[config.mk]
export PLATFORM = sky130hd
export DESIGN_NAME = lock_sequencer
export DESIGN_NICKNAME = d
export VERILOG_FILES = /design/src/rtl/lock_pkg.sv /design/src/rtl/press_detect.sv /design/src/rtl/lock_sequencer.sv
export SDC_FILE = /design/constraint.sdc
export NUM_CORES = 1
export LEC_CHECK = 0
export ABC_AREA = 0
export CAP_MARGIN = 20
export CORE_ASPECT_RATIO = 1.2
export CORE_UTILIZATION = 40
export DETAILED_ROUTE_END_ITERATION = 8
export GPL_ROUTABILITY_DRIVEN = 0
export HOLD_SLACK_MARGIN = 0.02
export PLACE_DENSITY = 0.58
export SYNTH_ARGS = -nofsm -noshare
export SYNTH_HDL_FRONTEND = slang
export SYNTH_SLANG_ARGS = --single-unit
export TNS_END_PERCENT = 20
[constraint.sdc]
create_clock -name clk -period 3.5 [get_ports clk]
set_clock_uncertainty 0.15 [all_clocks]
set_input_delay 0.7 -clock clk [delete_from_list [all_inputs] [get_ports clk]]
set_output_delay 0.7 -clock clk [all_outputs]
set_load 0.01 [all_outputs]
[src/rtl/lock_pkg.sv]
// Shared constants for the keypad lock sequencer: state encoding and default secret.
package lock_pkg;

  localparam logic [2:0] ST_LOCKED   = 3'd0;
  localparam logic [2:0] ST_ENTRY    = 3'd1;
  localparam logic [2:0] ST_CHECK    = 3'd2;
  localparam logic [2:0] ST_UNLOCKED = 3'd3;
  localparam logic [2:0] ST_ERROR    = 3'd4;
  localparam logic [2:0] ST_LOCKOUT  = 3'd5;
  localparam logic [2:0] ST_PROGRAM  = 3'd6;

  localparam int          DFLT_DIGIT_W  = 4;
  localparam int          DFLT_CODE_LEN = 4;
  localparam logic [15:0] DFLT_CODE     = 16'h1234;

endpackage

[src/rtl/press_detect.sv]
// Rising-edge detector on the enter level: one pulse per press, none while held.
module press_detect (
  input  logic clk,
  input  logic reset,
  input  logic i_enter,
  output logic o_press
);

  logic r_enter_q;

  always_ff @(posedge clk or posedge reset) begin
    if (reset) r_enter_q <= 1'b0;
    else       r_enter_q <= i_enter;
  end

  assign o_press = i_enter & ~r_enter_q;

endmodule

[src/rtl/lock_sequencer.sv]
// Keypad lock controller: code entry and compare, failure/lockout tracking,
// timed auto-relock and secret reprogramming while unlocked.
module lock_sequencer
  import lock_pkg::*;
#(
  parameter int CODE_LEN       = DFLT_CODE_LEN,
  parameter int DIGIT_W        = DFLT_DIGIT_W,
  parameter logic [CODE_LEN*DIGIT_W-1:0] DEFAULT_CODE = (CODE_LEN*DIGIT_W)'(DFLT_CODE),
  parameter int MAX_FAILS      = 3,
  parameter int UNLOCK_CYCLES  = 1000,
  parameter int ERR_CYCLES     = 100,
  parameter int LOCKOUT_CYCLES = 5000,
  parameter int ENTRY_TIMEOUT  = 2000,
  parameter int TMR_W          = 16
) (
  input  logic               clk,
  input  logic               reset,
  input  logic               enter,
  input  logic [DIGIT_W-1:0] digit,
  input  logic               prog,
  output logic               locked,
  output logic               unlocked,
  output logic               error,
  output logic               lockout_o,
  output logic [2:0]         state_o,
  output logic [1:0]         digit_idx,
  output logic [1:0]         fail_cnt
);

  localparam int CW = CODE_LEN * DIGIT_W;

  logic               w_press;
  logic [2:0]         r_state;
  logic [2:0]         w_state_nxt;
  logic [CW-1:0]      r_code;
  logic [CW-1:0]      r_shadow;
  logic [CW-1:0]      w_shadow_nxt;
  logic [1:0]         r_idx;
  logic [1:0]         r_fail;
  logic [TMR_W-1:0]   r_timer;
  logic               r_mismatch;
  logic [DIGIT_W-1:0] w_exp_digit;
  logic               w_digit_bad;
  logic               w_last;
  logic               w_tmr_zero;
  logic               w_tmr_run;
  logic               w_fail_limit;

  press_detect u_press_detect (
    .clk     (clk),
    .reset   (reset),
    .i_enter (enter),
    .o_press (w_press)
  );

  // idx is zero outside ENTRY/PROGRAM, so the same slot select serves digit 0 in LOCKED.
  always_comb begin
    w_exp_digit  = r_code[DIGIT_W*(CODE_LEN-1-int'(r_idx)) +: DIGIT_W];
    w_shadow_nxt = r_shadow;
    w_shadow_nxt[DIGIT_W*(CODE_LEN-1-int'(r_idx)) +: DIGIT_W] = digit;
  end

  assign w_digit_bad  = (digit != w_exp_digit);
  assign w_last       = (int'(r_idx) == CODE_LEN - 1);
  assign w_tmr_zero   = (r_timer == '0);
  assign w_fail_limit = (int'(r_fail) + 1 == MAX_FAILS);
  assign w_tmr_run    = r_state inside {ST_ENTRY, ST_ERROR, ST_LOCKOUT, ST_UNLOCKED, ST_PROGRAM};

  always_ff @(posedge clk or posedge reset) begin
    if (reset) r_state <= ST_LOCKED;
    else       r_state <= w_state_nxt;
  end

  always_comb begin
    w_state_nxt = r_state;
    case (r_state)
      ST_LOCKED: begin
        if (w_press) w_state_nxt = (CODE_LEN == 1) ? ST_CHECK : ST_ENTRY;
      end
      ST_ENTRY: begin
        if (w_press) begin
          if (w_last) w_state_nxt = ST_CHECK;
        end else if (w_tmr_zero) begin
          w_state_nxt = ST_LOCKED;
        end
      end
      ST_CHECK: begin
        if (!r_mismatch)       w_state_nxt = ST_UNLOCKED;
        else if (w_fail_limit) w_state_nxt = ST_LOCKOUT;
        else                   w_state_nxt = ST_ERROR;
      end
      ST_ERROR, ST_LOCKOUT: begin
        if (w_tmr_zero) w_state_nxt = ST_LOCKED;
      end
      ST_UNLOCKED: begin
        if (w_press)         w_state_nxt = prog ? ST_PROGRAM : ST_LOCKED;
        else if (w_tmr_zero) w_state_nxt = ST_LOCKED;
      end
      ST_PROGRAM: begin
        if (w_press) begin
          if (w_last) w_state_nxt = ST_LOCKED;
        end else if (w_tmr_zero) begin
          w_state_nxt = ST_LOCKED;
        end
      end
      default: w_state_nxt = ST_LOCKED;
    endcase
  end

  // Later assignments in the case override the default timer decrement.
  always_ff @(posedge clk or posedge reset) begin
    if (reset) begin
      r_code     <= DEFAULT_CODE;
      r_shadow   <= '0;
      r_idx      <= '0;
      r_fail     <= '0;
      r_timer    <= '0;
      r_mismatch <= 1'b0;
    end else begin
      if (w_tmr_run && !w_tmr_zero) r_timer <= r_timer - 1'b1;
      case (r_state)
        ST_LOCKED: begin
          if (w_press) begin
            r_mismatch <= w_digit_bad;
            r_idx      <= w_last ? 2'd0 : 2'd1;
            r_timer    <= TMR_W'(ENTRY_TIMEOUT - 1);
          end
        end
        ST_ENTRY: begin
          if (w_press) begin
            r_mismatch <= r_mismatch | w_digit_bad;
            r_idx      <= w_last ? 2'd0 : r_idx + 2'd1;
            r_timer    <= TMR_W'(ENTRY_TIMEOUT - 1);
          end else if (w_tmr_zero) begin
            r_idx <= '0;
          end
        end
        ST_CHECK: begin
          if (!r_mismatch) begin
            r_fail  <= '0;
            r_timer <= TMR_W'(UNLOCK_CYCLES - 1);
          end else if (w_fail_limit) begin
            r_fail  <= 2'(MAX_FAILS);
            r_timer <= TMR_W'(LOCKOUT_CYCLES - 1);
          end else begin
            r_fail  <= r_fail + 2'd1;
            r_timer <= TMR_W'(ERR_CYCLES - 1);
          end
        end
        ST_LOCKOUT: begin
          if (w_tmr_zero) r_fail <= '0;
        end
        ST_UNLOCKED: begin
          if (w_press && prog) begin
            r_idx   <= '0;
            r_timer <= TMR_W'(UNLOCK_CYCLES - 1);
          end
        end
        ST_PROGRAM: begin
          if (w_press) begin
            r_shadow <= w_shadow_nxt;
            r_timer  <= TMR_W'(UNLOCK_CYCLES - 1);
            if (w_last) begin
              r_code <= w_shadow_nxt;
              r_idx  <= '0;
            end else begin
              r_idx <= r_idx + 2'd1;
            end
          end else if (w_tmr_zero) begin
            r_idx <= '0;
          end
        end
        default: ;
      endcase
    end
  end

  always_comb begin
    locked    = r_state inside {ST_LOCKED, ST_ENTRY, ST_CHECK, ST_ERROR, ST_LOCKOUT};
    unlocked  = r_state inside {ST_UNLOCKED, ST_PROGRAM};
    error     = r_state inside {ST_ERROR, ST_LOCKOUT};
    lockout_o = (r_state == ST_LOCKOUT);
    state_o   = r_state;
    digit_idx = r_idx;
    fail_cnt  = r_fail;
  end

endmodule

* After elaboration in Yosys (flattened, before gate mapping) *
Cells that the tools add are included.

cells by class
  add/subtract/negate cells = 6
  equal/unequal tests = 16
  shifts and indexed selects = 3
  muxes and demuxes = 32
  bitwise gates (word level) = 3
  reduce and logical (&&, ||, !) cells = 21

operator list
  operator                   number
  $mux W16                   4
  $pmux W16 S4               1
  $neg A5 Y33                1
  $shift A4 B33 Y16 const A  1
  $shiftx A4 B33 Y16         1
  $mux W3                    9
  $mux W13                   2
  $pmux W3 S6                1
  $bwmux W16                 1
  $logic_not A16 Y1          1
  $shiftx A16 B5 Y4          1
  $sub A16 B1 Y16 const B    1
  $mux W2                    7
  $reduce_bool A5 Y1         2
  $eq A3 B2 Y1 const B       3
  $eq A3 B3 Y1 const B       3
  $reduce_and A3 Y1          3
  $reduce_bool A2 Y1         4
  $ne A3 B3 Y1 const B       2
  $pmux W2 S3                1
  $reduce_or A2 Y1           3
  $add A2 B1 Y2 const B      2
  $mux W1                    4
  $ne A2 B1 Y1 const B       2
  other kinds (18)           21

word-level totals
  bits in registers = 57
  input bits = 8
  output and inout bits = 11
  word-level logic and storage cells = 89

* Logic depth before layout (Yosys ltp) *
Gate-level depths: netlist of run 1.

  word-level depth = 6
  gate-level depth with buffers = 8
  mapped depth without buffers = 7

* Hierarchy *
From an unflattened synthesis of run 1, not the netlist that was laid out.

unflattened totals
  cell total of the unflattened synthesis = 326
  area total of the unflattened synthesis = 3218.1 sq um

modules (own cells, without submodules)
  module          times used  cells each  area an instance (sq um)  sequential area each (sq um)
  lock_sequencer  1           323         3175.5                    1407.6
  press_detect    1           3           42.5                      25.0

* Worst setup path before layout of run 1 *
OpenSTA, ideal clock, no wires.

  path type = reg2reg
  start point = register r_timer[0]
  end point = register r_idx[0], in the netlist digit_idx[0]
  library setup time = 0.125 ns
  arrival = 2.098 ns
  data required time = 3.225 ns
  path slack = 1.127 ns
  cell stages (with the launch flop) = 8
  path buffers = 0
  period minus slack after synthesis = 2.373 ns
  path through = dfrtp_1 > inv_1 > ha_1 > or3b_2 > nor4b_4 > and2_4 > o22ai_2 > mux2_4

on the way
  word-level cells in the longest chain between the ends = 3

RTL lines
  element                             line                   RTL
  from (decl)                         lock_sequencer.sv:40   logic [TMR_W-1:0] r_timer;
  from (signal assigned)              lock_sequencer.sv:120  if (w_tmr_run && !w_tmr_zero) r_timer <= r_timer - 1'b1;
  from (signal assigned)              lock_sequencer.sv:126  r_timer <= TMR_W'(ENTRY_TIMEOUT - 1);
  from (signal assigned)              lock_sequencer.sv:133  r_timer <= TMR_W'(ENTRY_TIMEOUT - 1);
  $logic_not A16 Y1                   lock_sequencer.sv:65   assign w_tmr_zero = (r_timer == '0);
  $ne A3 B1 Y1 (no source line)       -
  $reduce_and A4 Y1 (no source line)  -
  to (signal assigned)                lock_sequencer.sv:125  r_idx <= w_last ? 2'd0 : 2'd1;
  to (signal assigned)                lock_sequencer.sv:132  r_idx <= w_last ? 2'd0 : r_idx + 2'd1;
  to (signal assigned)                lock_sequencer.sv:167  r_idx <= r_idx + 2'd1;
  to (decl)                           lock_sequencer.sv:38   logic [1:0] r_idx;

Every way passes these cells.
A chain may end at the register's enable or synchronous reset.

* Worst setup path in the final report of run 1 *
  start point = register r_state[1], in the netlist state_o[1]
  end point = output unlocked

on the way
  word-level cells in the longest chain between the ends = 2
  elaborated cells on any way between the ends = 3
  those cells by class = eq/ne (2); reduce/logical (1)

RTL lines
  element                                       line                   RTL
  from (decl)                                   lock_sequencer.sv:33   logic [2:0] r_state;
  from (signal assigned)                        lock_sequencer.sv:71   else r_state <= w_state_nxt;
  $eq A3 B2 Y1 or $eq A3 B3 Y1 (tied branches)  lock_sequencer.sv:180  unlocked = r_state inside {ST_UNLOCKED, ST_PROGRAM};
  $reduce_bool A2 Y1 *                          lock_sequencer.sv:180
  to (decl)                                     lock_sequencer.sv:22   output logic unlocked,

Every way passes the cells marked *; elsewhere a longest branch is shown, timed or not.

==> impl_metrics.env, run 1 <==
export IMPL_yosysTopAreaCell="dfrtp_1"
export IMPL_synthArstFlopShare_pct=100.0
export IMPL_endpoint_kind="output pin"
export IMPL_drtIter0Drc=89
export IMPL_synth_seq_cells=57
export IMPL_clkLatencyLatePin_ns=0.34
export IMPL_crit_path_max_incr_delay_ns=0.61
export IMPL_cts_max_level=3
export IMPL_cp_arrival_ns=2.09
export IMPL_clk_pin_slew_ns=0.07
export IMPL_antenna_found_initial=0
export IMPL_tightest_slew_ns=0.7693
export IMPL_finalSetupTns_ns=0
export IMPL_antenna_cells=0
export IMPL_overflow=0
export IMPL_wl_per_cell_um=16.40
export IMPL_synth_top_area_share_pct=40.82
export IMPL_crit_chain="clkinv_1 -> a21oi_1 -> clkdlybuf4s50_1"
export IMPL_clock_root_buffer="clkbuf_8"
export IMPL_netlist_area_um2=3188
export IMPL_vdd_drop_max_uv=323.9
export IMPL_clockBufferDepth=2
export IMPL_vias=2577
export IMPL_cts_resized=0
export IMPL_maxSlewHeadroom_pct=48.32
export IMPL_ys_warn_count=0
export IMPL_cts_tree="done"
export IMPL_drive_gt1_share_pct=13.52
export IMPL_cts_hold_buf=0
export IMPL_routed_wirelength_mm=7.330
export IMPL_io_buffers=18
export IMPL_fmax_ghz=0.3398
export IMPL_critical_path_slowest_cell="dfrtp_1"
export IMPL_cap_violations=0
export IMPL_synth_ff_type="dfrtp_1"
export IMPL_synth_area_leaders="dfrtp_1 (41%), a32o_1 (5.0%), nor2_1 (4.5%), dfstp_2 (4.1%), a31oi_1 (3.5%)"
export IMPL_finalSetupViolCount=0
export IMPL_synth_cell_types=54
export IMPL_grt_max_degree=58
export IMPL_hold_class="reg2reg"
export IMPL_crit_path_start_kind="flop"
export IMPL_status="finished, final reports clean"
export IMPL_crit_required_ns=2.65
export IMPL_syn_nets=344
export IMPL_cts_num_sinks=57
export IMPL_fin_crit_ns=2.943
export IMPL_start_util_pct=41.36
export IMPL_rsz0062_at_grt="no"
export IMPL_vias_per_cell=5.765
export IMPL_grt_use_total_pct=19.39
export IMPL_nets=365
export IMPL_cts_buffers=9
export IMPL_crit_fanout=14
export IMPL_syn_avg_cell_area_um2=9.690
export IMPL_syn_inst=329
export IMPL_fp_dieW_um=83.50
export IMPL_yosysSeqAreaShare_pct=44.94
export IMPL_num_rows=35
export IMPL_synth_edff_count=0
export IMPL_grt_pass1_vias=2586
export IMPL_core_area_um2=7707
export IMPL_hold_viol=0
export IMPL_cts_setup_buffers=0
export IMPL_die_y_um=99.80
export IMPL_yosysMostFrequentCell="dfrtp_1"
export IMPL_dr_pass1_iters=5
export IMPL_power_mw=2.280
export IMPL_drtAntennaViolNets=0
export IMPL_io_pins=19
export IMPL_dieArea_um2=8332
export IMPL_n_fill_cell=756
export IMPL_drc=0
export IMPL_grt_pass1_wl_mm=12.61
export IMPL_power_density_nw_per_um2=622.4
export IMPL_area_delta_synth_final_pct=14.91
export IMPL_criticalPathCategory="reg2out"
export IMPL_netlist_top_cells_count="dfrtp_1 (52), nor2_1 (38), nand2_1 (27), a31oi_1 (18), nand2b_1 (17)"
export IMPL_slew_viol_final=0
export IMPL_p_leak_nw=1.447
export IMPL_dp_hpwl_mm=5.118
export IMPL_finalCritPeriodShare_pct=84.08
==> worst max-delay path: cells and delay by family (launching register included) <==
kind | cells | cell delay [ns]
AOI/OAI and AO/OA | 1 | 0.21
buffers and inverters | 2 | 0.93
DFF | 1 | 0.61
==> metal layers <==
layer  GRT usage, %  share of wire (%)  vias up
li1               -                  -     1248
met1          23.81                 45     1266
met2          32.53                 49       44
met3          4.112                2.8       19
met4          9.778                2.6        0
met5              0                  0        -
==> flip-flops by register name, summed over array words and instances (netlist names) <==
signal / count
r_code: 16
r_shadow: 16
r_timer: 16
state_o: 3
digit_idx: 2
fail_cnt: 2
r_mismatch: 1
u_press_detect.r_enter_q: 1
==> worst paths after layout <==
kind                                   from      endpoint  slack (ns)  cells past startpoint
worst max-delay path             state_o[1]      unlocked        0.56                      3
worst min-delay path            r_shadow[8]   r_shadow[8]        0.33                      2
worst max register to register   r_timer[0]  digit_idx[0]        0.84                      7
worst min register to register  r_shadow[8]   r_shadow[8]        0.33                      2
max in group asynchronous             reset  r_shadow[14]        2.00                      3
min in group asynchronous             reset   r_timer[15]        0.73                      3
==> per-stage QoR <==
stage,worst slack [ns],utilization [%],area (µm²),std cells,hold slack [ns]
6_report,0.5571,47.53,3664,447,0.3324
5_1_grt,0.3581,47.53,3664,447,0.3588
4_1_cts,0.5278,47.53,3664,447,0.3399
3_5_place_dp,0.5498,45.00,3468,431,0.3256
3_3_place_gp,0.6333,45.00,3468,431,0.3223
2_1_floorplan,1.127,-,3188,329,0.3009
==> layout make-up <==
type	instances	area, µm²	area share (%)
sequential	57	1433	39.11
clock inverter	7	71.32	1.947
inverter	10	37.54	1.025
tap	92	115.1	3.142
clock buffer	9	123.9	3.381
multi-input combinational	245	1635	44.64
timing repair buffer	27	247.7	6.762
==> where the power goes <==
group / switching [mW] / leakage (nW) / internal [mW]
Clock: 0.285 / 0.0912 / 0.326
Combinational: 0.393 / 0.634 / 0.367
Sequential: 0.163 / 0.722 / 0.747
Total: 0.840 / 1.45 / 1.44
==> layout by cell type, fill, tap and decap left out, types with 5 or more instances in the layout <==
cell type and count:
a21oi_1 12, a31oi_1 18, a32o_1 16, buf_4 9, clkbuf_8 9, clkdlybuf4s50_1 18, dfrtp_1 52, dfstp_2 5
ha_1 7, inv_1 8, nand2_1 27, nand2b_1 17, nand3_1 7, nor2_1 38, nor3_1 7, o21ai_0 15
xnor2_1 11, xor2_1 5
==> cells by family after synthesis <==
logic type               Yosys count  synth area share, %
flip-flops                        57                44.94
AND/OR/NAND/NOR                  132                21.82
buffers and inverters             27                3.964
XOR/XNOR                          16                4.395
multiplexers                       6                3.611
AO/OA/AOI/OAI                     84                18.52
adder cells (fa/ha/maj)            7                2.747
Note: power is estimated with default switching activity, not from simulation.
==> run 2, diff against run 1 <==
- clock period: 3.5 -> 2.95 ns (I/O delays scaled with it)
==> impl_metrics.env, run 2 (synthesis results as in run 1) <==
export IMPL_status="finished, final reports clean"
export IMPL_critical_path_slowest_cell="clkdlybuf4s50_1"
export IMPL_io_buffers=18
export IMPL_cts_setup_buffers=0
export IMPL_start_util_pct=41.36
export IMPL_crit_path_max_incr_delay_ns=0.53
export IMPL_finalCritPeriodShare_pct=89.08
export IMPL_fin_hold_ws_ns=0.3314
export IMPL_crit_family="simple AND/OR/NAND/NOR gates"
export IMPL_clk_pin_slew_ns=0.07
export IMPL_cts_resized=0
export IMPL_grt_pass1_vias=2628
export IMPL_routed_wirelength_mm=7.707
export IMPL_endpoint_kind="output pin"
export IMPL_antenna_cells=0
export IMPL_wl_per_cell_um=16.94
export IMPL_grt_use_total_pct=20.30
export IMPL_p_leak_nw=1.516
export IMPL_grt_pass1_wl_mm=13.10
export IMPL_dieArea_um2=8332
export IMPL_mostFrequentLayoutCells="dfrtp_1 (52), nor2_1 (38), nand2_1 (27)"
export IMPL_drtIter0Drc=126
export IMPL_criticalPathCategory="reg2out"
export IMPL_clkLatencyLatePin_ns=0.34
export IMPL_hold_viol=0
export IMPL_antenna_found_initial=0
export IMPL_fmax_ghz=0.3805
export IMPL_clockBufferDepth=2
export IMPL_rsz0062_at_grt="no"
export IMPL_grt_max_degree=28
export IMPL_placed_cell_area_um2=3541
export IMPL_num_rows=35
export IMPL_largestRegisters="r_code x16, r_shadow x16, r_timer x16"
export IMPL_vias_per_cell=5.644
export IMPL_maxSlewHeadroom_pct=54.03
export IMPL_vias=2568
export IMPL_slew_viol_final=0
export IMPL_worst_path_buf_inv=1
export IMPL_fin_crit_ns=2.628
export IMPL_overflow=0
export IMPL_die_y_um=99.80
export IMPL_dp_hpwl_mm=5.524
export IMPL_clock_root_buffer="clkbuf_8"
export IMPL_finalSetupViolCount=0
export IMPL_area_delta_synth_final_pct=18.37
export IMPL_cts_tree="done"
export IMPL_fp_dieW_um=83.50
export IMPL_power_density_nw_per_um2=764.2
export IMPL_dr_pass1_iters=4
export IMPL_cap_violations=0
export IMPL_drive_gt1_share_pct=14.88
export IMPL_core_area_um2=7707
export IMPL_drc=0
export IMPL_cts_buffers=9
export IMPL_tightest_slew_ns=0.6800
export IMPL_hold_class="reg2reg"
export IMPL_crit_required_ns=2.21
export IMPL_io_pins=19
export IMPL_n_fill_cell=745
export IMPL_cts_hold_buf=0
export IMPL_vdd_drop_max_uv=391.9
export IMPL_crit_path_start_kind="flop"
export IMPL_nets=373
export IMPL_cp_arrival_ns=1.89
export IMPL_crit_chain="or2_2 -> nand2_1 -> clkdlybuf4s50_1"
export IMPL_drtAntennaViolNets=0
export IMPL_cts_num_sinks=57
export IMPL_finalSetupTns_ns=0
export IMPL_layout_commonest_cell="dfrtp_1"
export IMPL_crit_fanout=11
export IMPL_cts_max_level=3
export IMPL_postLayoutCellArea_um2=3774
-- run 2: area by class of cell --
class                      instances  area [µm²]  share of cell area (%)
multi-input combinational        245        1635                   43.34
inverter                          10       37.54                  0.9947
clock inverter                     2       60.06                   1.592
sequential                        57        1433                   37.96
tap                               92       115.1                   3.050
clock buffer                      14       172.7                   4.576
timing repair buffer              35       320.3                   8.488
-- run 2: power by group --
group          switching, mW  total, mW  internal (mW)
Combinational          0.526      0.990          0.464
Sequential             0.153       1.04          0.887
Clock                  0.307      0.853          0.546
-- run 2: per-stage QoR --
stage               power [mW]  setup WS, ns  instances  utilization, %
global route             3.073        0.1996        455           48.96
finish                   2.884        0.3220        455           48.96
floorplan                1.710        0.5773        329               -
global placement         2.033        0.3846        439           45.94
CTS                      2.911        0.2941        455           48.96
detailed placement       2.045        0.3708        439           45.94
-- run 2: routing by layer --
| metal | track usage, % | part of all wire, % | up-vias |
|---|---|---|---|
| met3 | 5.181 | 2.7 | 8 |
| met2 | 36.25 | 52 | 44 |
| met1 | 23.75 | 44 | 1251 |
| met5 | 0 | 0 | - |
| li1 | - | - | 1265 |
| met4 | 7.171 | 1.7 | 0 |
-- run 2: final timing paths --
check	cells past startpoint	start	endpoint	slack [ns]
worst max-delay path	3	state_o[0]	locked	0.32
min in group asynchronous	2	reset	r_timer[7]	0.47
worst min register to register	2	r_shadow[8]	r_shadow[8]	0.33
worst min-delay path	2	r_shadow[8]	r_shadow[8]	0.33
worst max register to register	7	r_timer[0]	digit_idx[0]	0.35
max in group asynchronous	3	reset	r_code[9]	1.57
-- run 2: worst min-delay path: cells and delay by family (launching register included) --
family,cells,cell delay [ns]
AOI/OAI and AO/OA,1,0.06
DFF,1,0.34
and+or+nand+nor,1,0.05
==> run 3, diff against run 2 <==
- PLACE_DENSITY: 0.58 -> default
==> impl_metrics.env, run 3 (synthesis results as in run 1) <==
export IMPL_cts_num_sinks=57
export IMPL_dp_cells=440
export IMPL_rsz0062_at_grt="no"
export IMPL_fin_hold_ws_ns=0.3335
export IMPL_cts_buffers=9
export IMPL_dr_pass1_iters=4
export IMPL_fmax_ghz=0.3826
export IMPL_hp_start="r_shadow[11]"
export IMPL_crit_fanout=11
export IMPL_cts_tree="done"
export IMPL_vias=2616
export IMPL_crit_required_ns=2.21
export IMPL_p_leak_nw=1.503
export IMPL_antenna_found_initial=0
export IMPL_num_rows=35
export IMPL_wl_per_cell_um=17.06
export IMPL_dp_hpwl_mm=5.471
export IMPL_holdPathStages=2
export IMPL_nets=374
export IMPL_vias_per_cell=5.737
export IMPL_reg2reg_slack_ns=0.41
export IMPL_mostFrequentLayoutCells="dfrtp_1 (52), nor2_1 (38), nand2_1 (27)"
export IMPL_clkLatencyLatePin_ns=0.34
export IMPL_routed_wirelength_mm=7.781
export IMPL_holdPathEnd="r_shadow[11]"
export IMPL_r2r_end="digit_idx[0]"
export IMPL_placed_cell_area_um2=3548
export IMPL_start_util_pct=41.36
export IMPL_dieArea_um2=8332
export IMPL_finalSetupViolCount=0
export IMPL_grt_pass1_vias=2656
export IMPL_clk_pin_slew_ns=0.07
export IMPL_r2r_cells=7
export IMPL_finalSetupTns_ns=0
export IMPL_fin_cells=456
export IMPL_power_density_nw_per_um2=733.2
export IMPL_io_pins=19
export IMPL_fin_crit_ns=2.614
export IMPL_drc=0
export IMPL_clockBufferDepth=2
export IMPL_layout_commonest_cell="dfrtp_1"
export IMPL_cts_resized=0
export IMPL_area_delta_synth_final_pct=17.31
export IMPL_criticalPathCategory="reg2out"
export IMPL_overflow=0
export IMPL_grt_max_degree=58
export IMPL_drtAntennaViolNets=0
export IMPL_grt_use_total_pct=19.98
export IMPL_cts_max_level=3
export IMPL_endpoint_kind="output pin"
export IMPL_postLayoutCellArea_um2=3740
export IMPL_finalCritPeriodShare_pct=88.60
export IMPL_slew_viol_final=0
export IMPL_drtIter0Drc=141
export IMPL_cp_arrival_ns=1.87
export IMPL_antenna_cells=0
export IMPL_drive_gt1_share_pct=15.66
export IMPL_maxSlewHeadroom_pct=60.89
export IMPL_setup_slack_ns=0.3362
export IMPL_io_buffers=18
export IMPL_core_area_um2=7707
export IMPL_fp_dieW_um=83.50
export IMPL_largestRegisters="r_code x16, r_shadow x16, r_timer x16"
export IMPL_tightest_slew_ns=0.5785
export IMPL_hold_class="reg2reg"
export IMPL_cts_setup_buffers=0
export IMPL_r2r_start="r_timer[0]"
export IMPL_status="finished, final reports clean"
export IMPL_vdd_drop_max_uv=344.5
export IMPL_crit_path_start_kind="flop"
export IMPL_cts_hold_buf=0
export IMPL_cap_violations=0
export IMPL_clock_root_buffer="clkbuf_8"
export IMPL_hold_viol=0
export IMPL_grt_pass1_wl_mm=12.94
export IMPL_die_y_um=99.80
export IMPL_place_ws_ns=0.4037
run 3: changes by cell type in the layout (fill, tap and decap cells not counted), sizes merged:
cell	before	now
bufinv	2	0
clkinvlp	0	1
clkinv	1	4
buf	17	18
clkbuf	14	12
run 3: layout make-up:
type	count	area, µm²
multi-input combinational	245	1635
sequential	57	1433
fill	737	3968
inverter	10	37.54
timing repair buffer	36	327.8
tap	92	115.1
clock inverter	4	26.28
clock buffer	12	165.2
run 3: worst max path at each step:
stage	startpoint	end	slack (ns)
2_1_floorplan	r_timer[0]	digit_idx[0]	0.58
3_3_place_gp	r_timer[0]	digit_idx[0]	0.44
3_5_place_dp	enter	r_shadow[6]	0.40
4_1_cts	state_o[0]	locked	0.32
5_1_grt	state_o[1]	unlocked	0.16
6_report	state_o[0]	locked	0.34
run 3: layer usage:
layer  vias up  global-route usage [%]  share of wire [%]
met5         -                       0                  0
met4         0                   10.43                2.5
li1       1274                       -                  -
met2        58                   34.93                 52
met1      1270                   23.10                 42
met3        14                   4.359                3.3
run 3: where the power goes:
group | internal [mW] | switching [mW] | total [mW]
clock | 0.372 | 0.328 | 0.700
sequential | 0.887 | 0.167 | 1.05
combinational | 0.472 | 0.517 | 0.989
total | 1.73 | 1.01 | 2.74
run 3: per-stage QoR:
step / power (mW) / util, %
2_1_floorplan: 1.710 / -
3_3_place_gp: 2.041 / 46.04
3_5_place_dp: 2.056 / 46.04
4_1_cts: 2.768 / 48.52
5_1_grt: 2.943 / 48.52
6_report: 2.742 / 48.52
run 3: worst max-delay path, stage by stage (launching register included):
cell,delay (ns)
dfrtp_1,0.46
or2_2,0.43
nand2_1,0.10
clkdlybuf4s50_1,0.54
